`config.mk`:
```
export PLATFORM = sky130hd
export DESIGN_NAME = atm_bank_responder_flat
export DESIGN_NICKNAME = d
export VERILOG_FILES = /design/src/rtl/atm_bank_responder_if.sv /design/src/rtl/atm_bank_responder.sv /design/src/flat_wrapper.sv
export SDC_FILE = /design/constraint.sdc
export NUM_CORES = 1
export LEC_CHECK = 0
export CAP_MARGIN = 20
export CORE_ASPECT_RATIO = 0.7
export CORE_UTILIZATION = 64
export CTS_BUF_LIST = sky130_fd_sc_hd__clkbuf_4
export DETAILED_ROUTE_END_ITERATION = 12
export PLACE_DENSITY_LB_ADDON = 0.3
export SYNTH_ARGS = -nofsm -noshare
export SYNTH_HDL_FRONTEND = slang
export SYNTH_SLANG_ARGS = --single-unit
```
`constraint.sdc`:
```
create_clock -name clk -period 8.9 [get_ports clk]
set_clock_uncertainty 0.1 [all_clocks]
set_input_delay 1.335 -clock clk [delete_from_list [all_inputs] [get_ports clk]]
set_output_delay 1.335 -clock clk [all_outputs]
set_load 0.005 [all_outputs]
```
`src/rtl/atm_bank_responder_if.sv`:
```
// Request/response channel between the ATM controller (master) and the bank responder (slave).
// A beat transfers on any rising edge where valid and ready are both high; valid holds its payload until then.
interface atm_bank_responder_if #(
    parameter int DATA_W = 12,
    parameter int AMT_W  = 8
);
    logic              req_valid;
    logic              req_ready;
    logic [2:0]        req_op;
    logic [DATA_W-1:0] req_acct;
    logic [DATA_W-1:0] req_pin;
    logic [DATA_W-1:0] req_dst;
    logic [AMT_W-1:0]  req_amount;
    logic              rsp_valid;
    logic              rsp_ready;
    logic [2:0]        rsp_status;
    logic [DATA_W-1:0] rsp_balance;
    logic [DATA_W-1:0] rsp_dst_balance;

    modport slave (
        input  req_valid, req_op, req_acct, req_pin, req_dst, req_amount, rsp_ready,
        output req_ready, rsp_valid, rsp_status, rsp_balance, rsp_dst_balance
    );

    modport master (
        output req_valid, req_op, req_acct, req_pin, req_dst, req_amount, rsp_ready,
        input  req_ready, rsp_valid, rsp_status, rsp_balance, rsp_dst_balance
    );
endinterface

```
`src/rtl/atm_bank_responder.sv`:
```
// Bank-side account server: looks up, authenticates and atomically commits ATM transactions.
// Optional feature: define PIN_LOCKOUT_EN for per-account wrong-PIN lockout.
module atm_bank_responder #(
    parameter int NUM_ACCOUNTS = 3,
    parameter int DATA_W       = 12,
    parameter int AMT_W        = 8
) (
    input  logic                 clk,
    input  logic                 rst,
    atm_bank_responder_if.slave  bus,
    output logic [2:0]           o_dbg_state
);
    localparam int IDX_W = (NUM_ACCOUNTS > 1) ? $clog2(NUM_ACCOUNTS) : 1;

    localparam logic [2:0] OP_DEP  = 3'd0;
    localparam logic [2:0] OP_WD   = 3'd1;
    localparam logic [2:0] OP_XFR  = 3'd3;

    localparam logic [2:0] ST_OK       = 3'd0;
    localparam logic [2:0] ST_NO_ACCT  = 3'd1;
    localparam logic [2:0] ST_BAD_PIN  = 3'd2;
    localparam logic [2:0] ST_INSUFF   = 3'd3;
    localparam logic [2:0] ST_NO_DST   = 3'd4;
    localparam logic [2:0] ST_BAD_OP   = 3'd5;
    localparam logic [2:0] ST_OVERFLOW = 3'd6;
    localparam logic [2:0] ST_LOCKED   = 3'd7;

    typedef enum logic [2:0] {
        S_IDLE   = 3'd0,
        S_LOOKUP = 3'd1,
        S_CHECK  = 3'd2,
        S_COMMIT = 3'd3,
        S_RESP   = 3'd4
    } state_t;

    function automatic logic [DATA_W-1:0] rst_num(input int i);
        case (i)
            0:       rst_num = DATA_W'(12'h123);
            1:       rst_num = DATA_W'(12'h456);
            2:       rst_num = DATA_W'(12'h789);
            default: rst_num = DATA_W'(i);
        endcase
    endfunction

    function automatic logic [DATA_W-1:0] rst_bal(input int i);
        case (i)
            0:       rst_bal = DATA_W'(12'h457);
            1:       rst_bal = DATA_W'(12'h8AE);
            2:       rst_bal = DATA_W'(12'hD05);
            default: rst_bal = '0;
        endcase
    endfunction

    // Account numbers and PINs never change, so only balances live in flops.
    state_t            r_state;
    state_t            w_next;
    logic              w_req_ready;
    logic              w_rsp_valid;
    logic              w_accept;

    logic [DATA_W-1:0] r_bal [NUM_ACCOUNTS];
    logic [2:0]        r_op;
    logic [DATA_W-1:0] r_acct;
    logic [DATA_W-1:0] r_pin;
    logic [DATA_W-1:0] r_dst;
    logic [AMT_W-1:0]  r_amt;
    logic [IDX_W-1:0]  r_src_idx;
    logic [IDX_W-1:0]  r_dst_idx;
    logic              r_src_hit;
    logic              r_dst_hit;
    logic [2:0]        r_status;
    logic [2:0]        r_rsp_status;
    logic [DATA_W-1:0] r_rsp_bal;
    logic [DATA_W-1:0] r_rsp_dst;

    logic [IDX_W-1:0]  w_src_idx;
    logic [IDX_W-1:0]  w_dst_idx;
    logic              w_src_hit;
    logic              w_dst_hit;
    logic [DATA_W-1:0] w_src_bal;
    logic [DATA_W-1:0] w_dst_bal;
    logic [DATA_W-1:0] w_src_pin;
    logic [DATA_W-1:0] w_amt;
    logic [DATA_W:0]   w_src_sum;
    logic [DATA_W:0]   w_dst_sum;
    logic [DATA_W-1:0] w_new_src;
    logic              w_locked;
    logic [2:0]        w_status;
    logic              w_is_xfr;

`ifdef PIN_LOCKOUT_EN
    logic [1:0]        r_fail [NUM_ACCOUNTS];
`endif

    always_ff @(posedge clk or negedge rst) begin
        if (!rst) r_state <= S_IDLE;
        else      r_state <= w_next;
    end

    always_comb begin
        w_next      = r_state;
        w_req_ready = 1'b0;
        w_rsp_valid = 1'b0;
        case (r_state)
            S_IDLE: begin
                w_req_ready = 1'b1;
                if (bus.req_valid) w_next = S_LOOKUP;
            end
            S_LOOKUP: w_next = S_CHECK;
            S_CHECK:  w_next = S_COMMIT;
            S_COMMIT: w_next = S_RESP;
            S_RESP: begin
                w_rsp_valid = 1'b1;
                if (bus.rsp_ready) w_next = S_IDLE;
            end
            default:  w_next = S_IDLE;
        endcase
    end

    assign w_accept = (r_state == S_IDLE) && bus.req_valid;
    assign w_is_xfr = (r_op == OP_XFR);

    // Search from the top down so the lowest matching index is the one left standing.
    always_comb begin
        w_src_hit = 1'b0;
        w_dst_hit = 1'b0;
        w_src_idx = '0;
        w_dst_idx = '0;
        for (int i = NUM_ACCOUNTS - 1; i >= 0; i--) begin
            if (rst_num(i) == r_acct) begin
                w_src_hit = 1'b1;
                w_src_idx = IDX_W'(i);
            end
            if (rst_num(i) == r_dst) begin
                w_dst_hit = 1'b1;
                w_dst_idx = IDX_W'(i);
            end
        end
    end

    always_comb begin
        w_src_bal = '0;
        w_dst_bal = '0;
        w_src_pin = '0;
        w_locked  = 1'b0;
        for (int i = 0; i < NUM_ACCOUNTS; i++) begin
            if (r_src_idx == IDX_W'(i)) begin
                w_src_bal = r_bal[i];
                w_src_pin = rst_num(i);
`ifdef PIN_LOCKOUT_EN
                w_locked  = (r_fail[i] == 2'd3);
`endif
            end
            if (r_dst_idx == IDX_W'(i)) w_dst_bal = r_bal[i];
        end
    end

    assign w_amt     = DATA_W'(r_amt);
    assign w_src_sum = {1'b0, w_src_bal} + {1'b0, w_amt};
    assign w_dst_sum = {1'b0, w_dst_bal} + {1'b0, w_amt};
    assign w_new_src = (r_op == OP_DEP) ? w_src_sum[DATA_W-1:0]
                     : ((r_op == OP_WD) || w_is_xfr) ? (w_src_bal - w_amt)
                     : w_src_bal;

    always_comb begin
        w_status = ST_OK;
        if ((r_op > 3'd4) || (w_is_xfr && (r_dst == r_acct)))
            w_status = ST_BAD_OP;
        else if (!r_src_hit)
            w_status = ST_NO_ACCT;
        else if (w_locked)
            w_status = ST_LOCKED;
        else if (w_src_pin != r_pin)
            w_status = ST_BAD_PIN;
        else if (w_is_xfr && !r_dst_hit)
            w_status = ST_NO_DST;
        else if (((r_op == OP_WD) || w_is_xfr) && (w_amt > w_src_bal))
            w_status = ST_INSUFF;
        else if ((r_op == OP_DEP) && w_src_sum[DATA_W])
            w_status = ST_OVERFLOW;
        else if (w_is_xfr && w_dst_sum[DATA_W])
            w_status = ST_OVERFLOW;
    end

    always_ff @(posedge clk or negedge rst) begin
        if (!rst) begin
            for (int i = 0; i < NUM_ACCOUNTS; i++) r_bal[i] <= rst_bal(i);
`ifdef PIN_LOCKOUT_EN
            for (int i = 0; i < NUM_ACCOUNTS; i++) r_fail[i] <= 2'd0;
`endif
            r_op         <= '0;
            r_acct       <= '0;
            r_pin        <= '0;
            r_dst        <= '0;
            r_amt        <= '0;
            r_src_idx    <= '0;
            r_dst_idx    <= '0;
            r_src_hit    <= 1'b0;
            r_dst_hit    <= 1'b0;
            r_status     <= ST_OK;
            r_rsp_status <= ST_OK;
            r_rsp_bal    <= '0;
            r_rsp_dst    <= '0;
        end else begin
            if (w_accept) begin
                r_op   <= bus.req_op;
                r_acct <= bus.req_acct;
                r_pin  <= bus.req_pin;
                r_dst  <= bus.req_dst;
                r_amt  <= bus.req_amount;
            end
            if (r_state == S_LOOKUP) begin
                r_src_idx <= w_src_idx;
                r_dst_idx <= w_dst_idx;
                r_src_hit <= w_src_hit;
                r_dst_hit <= w_dst_hit;
            end
            if (r_state == S_CHECK) r_status <= w_status;
            // Source and destination are written on this one edge, so a transfer is never half-applied.
            if (r_state == S_COMMIT) begin
                for (int i = 0; i < NUM_ACCOUNTS; i++) begin
                    if ((r_status == ST_OK) && (r_src_idx == IDX_W'(i)))
                        r_bal[i] <= w_new_src;
                    if ((r_status == ST_OK) && w_is_xfr && (r_dst_idx == IDX_W'(i)))
                        r_bal[i] <= w_dst_sum[DATA_W-1:0];
`ifdef PIN_LOCKOUT_EN
                    if (r_src_idx == IDX_W'(i)) begin
                        if ((r_status == ST_BAD_PIN) && (r_fail[i] != 2'd3))
                            r_fail[i] <= r_fail[i] + 2'd1;
                        else if ((r_status == ST_OK) || (r_status == ST_NO_DST) ||
                                 (r_status == ST_INSUFF) || (r_status == ST_OVERFLOW))
                            r_fail[i] <= 2'd0;
                    end
`endif
                end
                r_rsp_status <= r_status;
                if ((r_status == ST_NO_ACCT) || (r_status == ST_BAD_OP))
                    r_rsp_bal <= '0;
                else if (r_status == ST_OK)
                    r_rsp_bal <= w_new_src;
                else
                    r_rsp_bal <= w_src_bal;
                r_rsp_dst <= ((r_status == ST_OK) && w_is_xfr) ? w_dst_sum[DATA_W-1:0] : '0;
            end
        end
    end

    assign bus.req_ready       = w_req_ready & rst;
    assign bus.rsp_valid       = w_rsp_valid;
    assign bus.rsp_status      = r_rsp_status;
    assign bus.rsp_balance     = r_rsp_bal;
    assign bus.rsp_dst_balance = r_rsp_dst;
    assign o_dbg_state         = r_state;
endmodule

```
`src/flat_wrapper.sv`:
```
// flat-port wrapper written by rule: the top's interface ports become plain ports
module atm_bank_responder_flat 
#(
    parameter int NUM_ACCOUNTS = 3,
    parameter int DATA_W       = 12,
    parameter int AMT_W        = 8
)
  (clk, rst, o_dbg_state, bus_req_valid, bus_req_op, bus_req_acct, bus_req_pin, bus_req_dst, bus_req_amount, bus_rsp_ready, bus_req_ready, bus_rsp_valid, bus_rsp_status, bus_rsp_balance, bus_rsp_dst_balance);
  atm_bank_responder_if #(.DATA_W(DATA_W), .AMT_W(AMT_W)) bus_i ();
  input  logic clk;
  input  logic rst;
  output logic [2:0] o_dbg_state;
  input wire logic [$bits(bus_i.req_valid)-1:0] bus_req_valid;
  input wire logic [$bits(bus_i.req_op)-1:0] bus_req_op;
  input wire logic [$bits(bus_i.req_acct)-1:0] bus_req_acct;
  input wire logic [$bits(bus_i.req_pin)-1:0] bus_req_pin;
  input wire logic [$bits(bus_i.req_dst)-1:0] bus_req_dst;
  input wire logic [$bits(bus_i.req_amount)-1:0] bus_req_amount;
  input wire logic [$bits(bus_i.rsp_ready)-1:0] bus_rsp_ready;
  output wire logic [$bits(bus_i.req_ready)-1:0] bus_req_ready;
  output wire logic [$bits(bus_i.rsp_valid)-1:0] bus_rsp_valid;
  output wire logic [$bits(bus_i.rsp_status)-1:0] bus_rsp_status;
  output wire logic [$bits(bus_i.rsp_balance)-1:0] bus_rsp_balance;
  output wire logic [$bits(bus_i.rsp_dst_balance)-1:0] bus_rsp_dst_balance;
  assign bus_i.req_valid = bus_req_valid;
  assign bus_i.req_op = bus_req_op;
  assign bus_i.req_acct = bus_req_acct;
  assign bus_i.req_pin = bus_req_pin;
  assign bus_i.req_dst = bus_req_dst;
  assign bus_i.req_amount = bus_req_amount;
  assign bus_i.rsp_ready = bus_rsp_ready;
  assign bus_req_ready = bus_i.req_ready;
  assign bus_rsp_valid = bus_i.rsp_valid;
  assign bus_rsp_status = bus_i.rsp_status;
  assign bus_rsp_balance = bus_i.rsp_balance;
  assign bus_rsp_dst_balance = bus_i.rsp_dst_balance;
  atm_bank_responder #(.NUM_ACCOUNTS(NUM_ACCOUNTS), .DATA_W(DATA_W), .AMT_W(AMT_W)) u_core (.clk(clk), .rst(rst), .bus(bus_i), .o_dbg_state(o_dbg_state));
endmodule
```
# Word level (Yosys, flattened, before mapping)
# Cells that the tools add are included.
[classes] addsub=3 n_lt_le_gt_ge=2 eq_ne=22 n_mux=44 n_bitwise=1 n_reduce_logical=29
[ops] operator="two-way mux 12 bit" n=17
[ops] operator="equality test 11 x 12 -> 1 bit (first input constant)" n=4
[ops] operator="two-way mux 3 bit" n=9
[ops] operator="adder 12 x 8 -> 13 bit" n=2
[ops] operator="equality test 9 x 12 -> 1 bit (first input constant)" n=2
[ops] operator="two-way mux 11 bit" n=2
[ops] operator="case mux 3 bit (5 select lines)" n=1
[ops] operator="logical AND 1 bit" n=13
[ops] operator="equality test 12 bit" n=1
[ops] operator="greater-than comparator 8 x 12 -> 1 bit" n=1
[ops] operator="two-way mux 2 bit" n=6
[ops] operator="inequality test 11 x 12 -> 1 bit" n=1
[ops] operator="subtractor 12 x 8 -> 12 bit" n=1
[ops] operator="equality test 3 x 1 -> 1 bit (second input constant)" n=3
[ops] operator="equality test 3 x 2 -> 1 bit (second input constant)" n=3
[ops] operator="logical NOT 3 bit" n=3
[ops] operator="two-way mux 9 bit" n=1
[ops] operator="two-way mux 1 bit" n=8
[ops] operator="AND reduction 2 bit" n=4
[ops] operator="equality test 3 bit (second input constant)" n=2
[ops] operator="nonzero test 2 bit" n=3
[ops] operator="equality test 2 x 1 -> 1 bit (second input constant)" n=2
[ops] operator="equality test 2 bit (second input constant)" n=2
[ops] operator="logical NOT 2 bit" n=2
[ops] operator="5 further kinds" n=8
[word_totals] register_bits=122 input_bits=51 output_inout_bits=32 wordCells=118

# Logic depth before layout (Yosys ltp)
[depth] word_depth=13 ltp_mapped=17 ltp_nobuf=16

# Worst setup path after synthesis
# OpenSTA, ideal clock, no wires.
[synth_timing] path_type="flip-flop to flip-flop" startpoint="reg u_core.r_src_idx[0]" endpoint="reg u_core.r_rsp_bal[7], in the netlist u_core.bus.rsp_balance[7]" setup_time_ns=0.122 arrival_time_ns=3.625 t_required_ns=8.678 slack_ns=5.053 stages_incl_launch_ff=16 n_path_buf=1 cell_sequence="dfrtp_1 -> inv_1 -> ha_1 -> clkbuf_1 -> nand2_1 -> nor2_1 -> a21oi_1 -> o21ai_0 -> ha_1 -> nand2b_4 -> a2111o_1 -> a41oi_2 -> xnor2_1 -> a222oi_1 -> nand2_1 -> a32o_1"
[synth_via] elab_chain_len=9 elab_cells_between_ends=12
[synth_lines] item="start: declaration" line="atm_bank_responder.sv:67" text="logic [IDX_W-1:0] r_src_idx;"
[synth_lines] item="start signal: assignment" line="atm_bank_responder.sv:213" text="r_src_idx <= w_src_idx;"
[synth_lines] item="logical NOT 2 bit" line="atm_bank_responder.sv:147" text="if (r_src_idx == IDX_W'(i)) begin"
[synth_lines] item="two-way mux 12 bit (2 in a row)" line="atm_bank_responder.sv:147"
[synth_lines] item="two-way mux 12 bit (*)" line="atm_bank_responder.sv:147"
[synth_lines] item="subtractor 12 x 8 -> 12 bit" line="atm_bank_responder.sv:162" text=": ((r_op == OP_WD) || w_is_xfr) ? (w_src_bal - w_amt)"
[synth_lines] item="two-way mux 12 bit" line="atm_bank_responder.sv:162"
[synth_lines] item="two-way mux 12 bit" line="atm_bank_responder.sv:161" text="assign w_new_src = (r_op == OP_DEP) ? w_src_sum[DATA_W-1:0]"
[synth_lines] item="two-way mux 12 bit (*)" line="atm_bank_responder.sv:239" text="else if (r_status == ST_OK)"
[synth_lines] item="two-way mux 12 bit (*)" line="atm_bank_responder.sv:237" text="if ((r_status == ST_NO_ACCT) || (r_status == ST_BAD_OP))"
[synth_lines] item="end signal: assignment" line="atm_bank_responder.sv:240" text="r_rsp_bal <= w_new_src;"
[synth_lines] item="end signal: assignment" line="atm_bank_responder.sv:242" text="r_rsp_bal <= w_src_bal;"
[synth_lines] item="end: declaration" line="atm_bank_responder.sv:73" text="logic [DATA_W-1:0] r_rsp_bal;"
# Mark *: on every way between the ends. The rest lies on a longest branch, timed or not.
# A chain may end at the register's enable or synchronous reset.

# Worst setup path in the final report
[layout_timing] startpoint="reg u_core.r_src_idx[1]" endpoint="reg u_core.r_bal[22] (netlist bit)"
[layout_via] elab_chain_len=9 elab_cells_between_ends=15
[layout_lines] item="logical NOT 2 bit" line="atm_bank_responder.sv:147"
[layout_lines] item="two-way mux 12 bit (3 in a row)" line="atm_bank_responder.sv:147"
[layout_lines] item="subtractor 12 x 8 -> 12 bit" line="atm_bank_responder.sv:162"
[layout_lines] item="two-way mux 12 bit" line="atm_bank_responder.sv:162"
[layout_lines] item="two-way mux 12 bit" line="atm_bank_responder.sv:161"
[layout_lines] item="two-way mux 12 bit" line="atm_bank_responder.sv:222" text="if ((r_status == ST_OK) && (r_src_idx == IDX_W'(i)))"
[layout_lines] item="two-way mux 12 bit" line="atm_bank_responder.sv:224" text="if ((r_status == ST_OK) && w_is_xfr && (r_dst_idx == IDX_W'(i)))"
[layout_lines] item="end signal: indexed assignment" line="atm_bank_responder.sv:223" text="r_bal[i] <= w_new_src;"
[layout_lines] item="end signal: indexed assignment" line="atm_bank_responder.sv:225" text="r_bal[i] <= w_dst_sum[DATA_W-1:0];"
[layout_lines] item="end: declaration" line="atm_bank_responder.sv:61" text="logic [DATA_W-1:0] r_bal [NUM_ACCOUNTS];"
# Parallel ways exist; a longest one is shown, timed or not. The select of a mux whose other input is x is not followed.

==> impl_metrics.toml <==
[route]
drcViolationCount = 0
via_per_inst = 6.655
dr_total_vias = 7008
routedWlPerCell_um = 22.19
first_pass_iters = 5
drt_iter0_drc = 1044
wirelength_mm = 23.37
ant_nets = 0

[pwr]
ir_worst_vdd_v = 0.0002588
p_total_mw = 3.160
pwr-share-comb_pct = 55.0
internal_power_mw = 1.669
seqPwrFrac_pct = 31.3
sw_frac_of_total_pct = 47.19
powerDensity_nw_per_um2 = 357.7
cellLeakagePower_nw = 3.637
pwr-share-clk_pct = 13.7
power_switching_mw = 1.491

[cts]
clock-sinks = 122
clock_latency_ns = 0.56
cts_resized = 0
cts_root_buffer = "clkbuf_4"
htreeDepth = 4
cts_made_buffers = 17
cts-hold-fix-buffers = 0
cts_setup_buffers = 0
cts_tree = "done"
clk_pin_slew_ns = 0.14
clockBufferDepth = 2

[die]
die-area_um2 = 12220
dieWidth_um = 131.7
initial_core_util_pct = 67.00
die_y_um = 92.81
num_rows = 32
core-area_um2 = 11250
ios = 83

[place]
hpwl_mm = 16.73
dpl-instance-area_um2 = 8481
place_inst = 1017
io_buffers = 82
gp_congestion = 0.9600

[status]
outcome = "finished clean"

[worst_setup_path]
cpPeakStageDelay_ns = 0.85
required_ns = 9.24
cp.arrival_ns = 5.21
endpoint_kind = "register"
cp_max_fo = 29
critPathKind = "reg2reg"
crit_chain = "inv_1 -> ha_1 -> a21oi_1 -> o21ai_0 -> inv_1 -> fa_1 -> nor2_1 -> o311ai_0 -> a211oi_1 -> a32oi_1 -> xor2_1 -> nor2_1 -> o22a_1"
cp_slowest_cell = "ha_1"
cp-start-kind = "register"

[timing]
tightestPinTransition_ns = 1.021
period_share_pct = 54.66
fin_crit_ns = 4.865
fin_tns_setup_ns = 0
rsz0062_at_grt = "false"
setup_viol = 0
maxSlewHeadroom_pct = 31.96
finalMaxSlewViolations = 0
hold_viol = 0
max_freq_mhz = 205.6

[grt]
use_met3_pct = 12.64
grt_pass1_wl_mm = 36.77
overflow = 0
grt_max_degree = 92
grtUsageMet2_pct = 57.50
grt_pass1_vias = 6714
antenna_found_initial = 0
use_met1_pct = 57.74
grt.total_usage_pct = 39.94
grt-busiest-layer = "met1"

[finish]
design_area_um2 = 8835
drive_gt1_share_pct = 13.44
nFillCells = 710
antenna_cells = 0
syn_to_final_growth_pct = 17.19
fin_nets = 972
stdcell_count = 1053
utilization_pct = 78.53

[synth]
synthTopCellsByCount = "dfrtp_1, nand2_1, o21ai_0, nor2_1, a21oi_1"
synth.most_common_cell = "dfrtp_1"
ys_top_cells_by_area = "dfrtp_1, mux2_2, dfstp_2"
ys_seq_elements = 122
async_flop_share_pct = 100.0
yosysUniqueCellTypes = 68
synth_ff_type = "dfrtp_1"
synth_edf_count = 0
ys.warnings.count = 0
syn_inst = 808
synth_area_leader_cell = "dfrtp_1"
synthesis.area_um2 = 7538
yosysSeqAreaShare_pct = 40.78
syn_nets = 893
synth_top_area_share_pct = 34.85
syn_area_per_cell_um2 = 9.330

[job]
drv_cap = 0

[hold_path]
hold_class = "reg2reg"
==> worst max-delay path, delay by kind of cell, from the launching register on <==
kind / cells / cell delay [ns]
flip-flops: 1 / 0.42
AO/OA/AOI/OAI: 6 / 2.07
adder cells (fa/ha/maj): 2 / 1.36
XOR/XNOR: 1 / 0.31
buffers and inverters: 2 / 0.28
AND/OR/NAND/NOR: 2 / 0.19
==> power by group through the flow <==
stage,registers [mW],logic [mW],clock network (mW)
floorplan,0.895,1.17,0
global placement,0.963,1.60,0
detailed placement,0.982,1.66,0
CTS,0.973,1.67,0.431
global route,1.01,1.87,0.459
finish,0.989,1.74,0.433
==> sequential cells by signal (all words and copies together), names as in the netlist <==
register	cells
u_core.r_pin	12
u_core.o_dbg_state	3
u_core.r_src_hit	1
u_core.r_dst_idx	2
u_core.r_bal	36
u_core.r_op	3
u_core.r_src_idx	2
u_core.r_amt	8
u_core.r_acct	12
u_core.bus.rsp_dst_balance	12
u_core.bus.rsp_status	3
u_core.r_dst	12
u_core.bus.rsp_balance	12
u_core.r_status	3
u_core.r_dst_hit	1
==> cell type report <==
type                            instances  area [um2]  area share (%)
Sequential cell                       122        3074           34.80
Timing Repair Buffer                   99       970.9           10.99
Tap cell                              153       191.4           2.167
Clock buffer                           17       127.6           1.445
Multi-Input combinational cell        623        4209           47.64
Clock inverter                         15       171.4           1.940
Inverter                               24       90.09           1.020
==> placed cells by master, fill, tap and decap left out, types with 4 or more instances in the layout <==
master / synthesis / routed
nand4_1: 7 / 7
a31oi_1: 8 / 8
o21bai_1: 5 / 5
nor3_1: 13 / 13
o21a_1: 15 / 15
nand3_1: 8 / 8
inv_1: 24 / 24
o21ai_0: 70 / 70
o22a_1: 6 / 6
dfrtp_1: 105 / 105
xor2_1: 16 / 16
clkdlybuf4s50_1: 0 / 81
xnor2_1: 19 / 19
mux2i_1: 13 / 13
clkbuf_4: 0 / 17
or2_0: 4 / 4
dfstp_2: 17 / 17
a21oi_1: 58 / 58
buf_4: 0 / 16
a21o_1: 7 / 7
a211oi_1: 7 / 7
nand3b_1: 8 / 8
nor2b_1: 11 / 11
o211ai_1: 12 / 12
ha_1: 31 / 31
and2_1: 5 / 4
nor2_1: 67 / 67
nor4_1: 5 / 5
mux2_2: 44 / 44
or3_1: 4 / 4
nor4b_1: 4 / 4
nand2_1: 95 / 95
a22o_1: 18 / 18
nand2b_1: 7 / 7
==> per-stage QoR <==
step	hold slack (ns)	setup WS [ns]
finish	0.3953	4.035
global route	0.4191	3.818
CTS	0.3993	4.228
detailed placement	0.3710	4.327
global placement	0.3677	4.437
floorplan	0.3621	5.053
==> cell families after synthesis <==
family                     share of synthesized area [%]
and+or+nand+nor                                    16.86
xor gates and xnor gates                           4.066
muxes                                              8.448
buffers and inverters                              3.403
AOI/OAI and AO/OA                                  20.50
adders and majority gates                          5.942
DFF                                                40.78
==> routing by layer <==
layer | routed length [um] | up-vias
met2 | 9653 | 488
met4 | 494 | 0
met5 | 0 | -
met3 | 3102 | 73
met1 | 10120 | 3366
li1 | - | 3081
==> final timing paths <==
kind	from	endpoint	slack, ns	cells after the start
max in group asynchronous	rst	u_core.r_bal[19]	6.83	3
worst max-delay path	u_core.r_src_idx[1]	u_core.r_bal[22]	4.04	13
min in group asynchronous	rst	u_core.r_dst[4]	0.61	1
worst max register to register	u_core.r_src_idx[1]	u_core.r_bal[22]	4.04	13
worst min-delay path	u_core.bus.rsp_dst_balance[2]	u_core.bus.rsp_dst_balance[2]	0.40	2
worst min register to register	u_core.bus.rsp_dst_balance[2]	u_core.bus.rsp_dst_balance[2]	0.40	2
No activity file was read; power rests on OpenSTA's default activity.
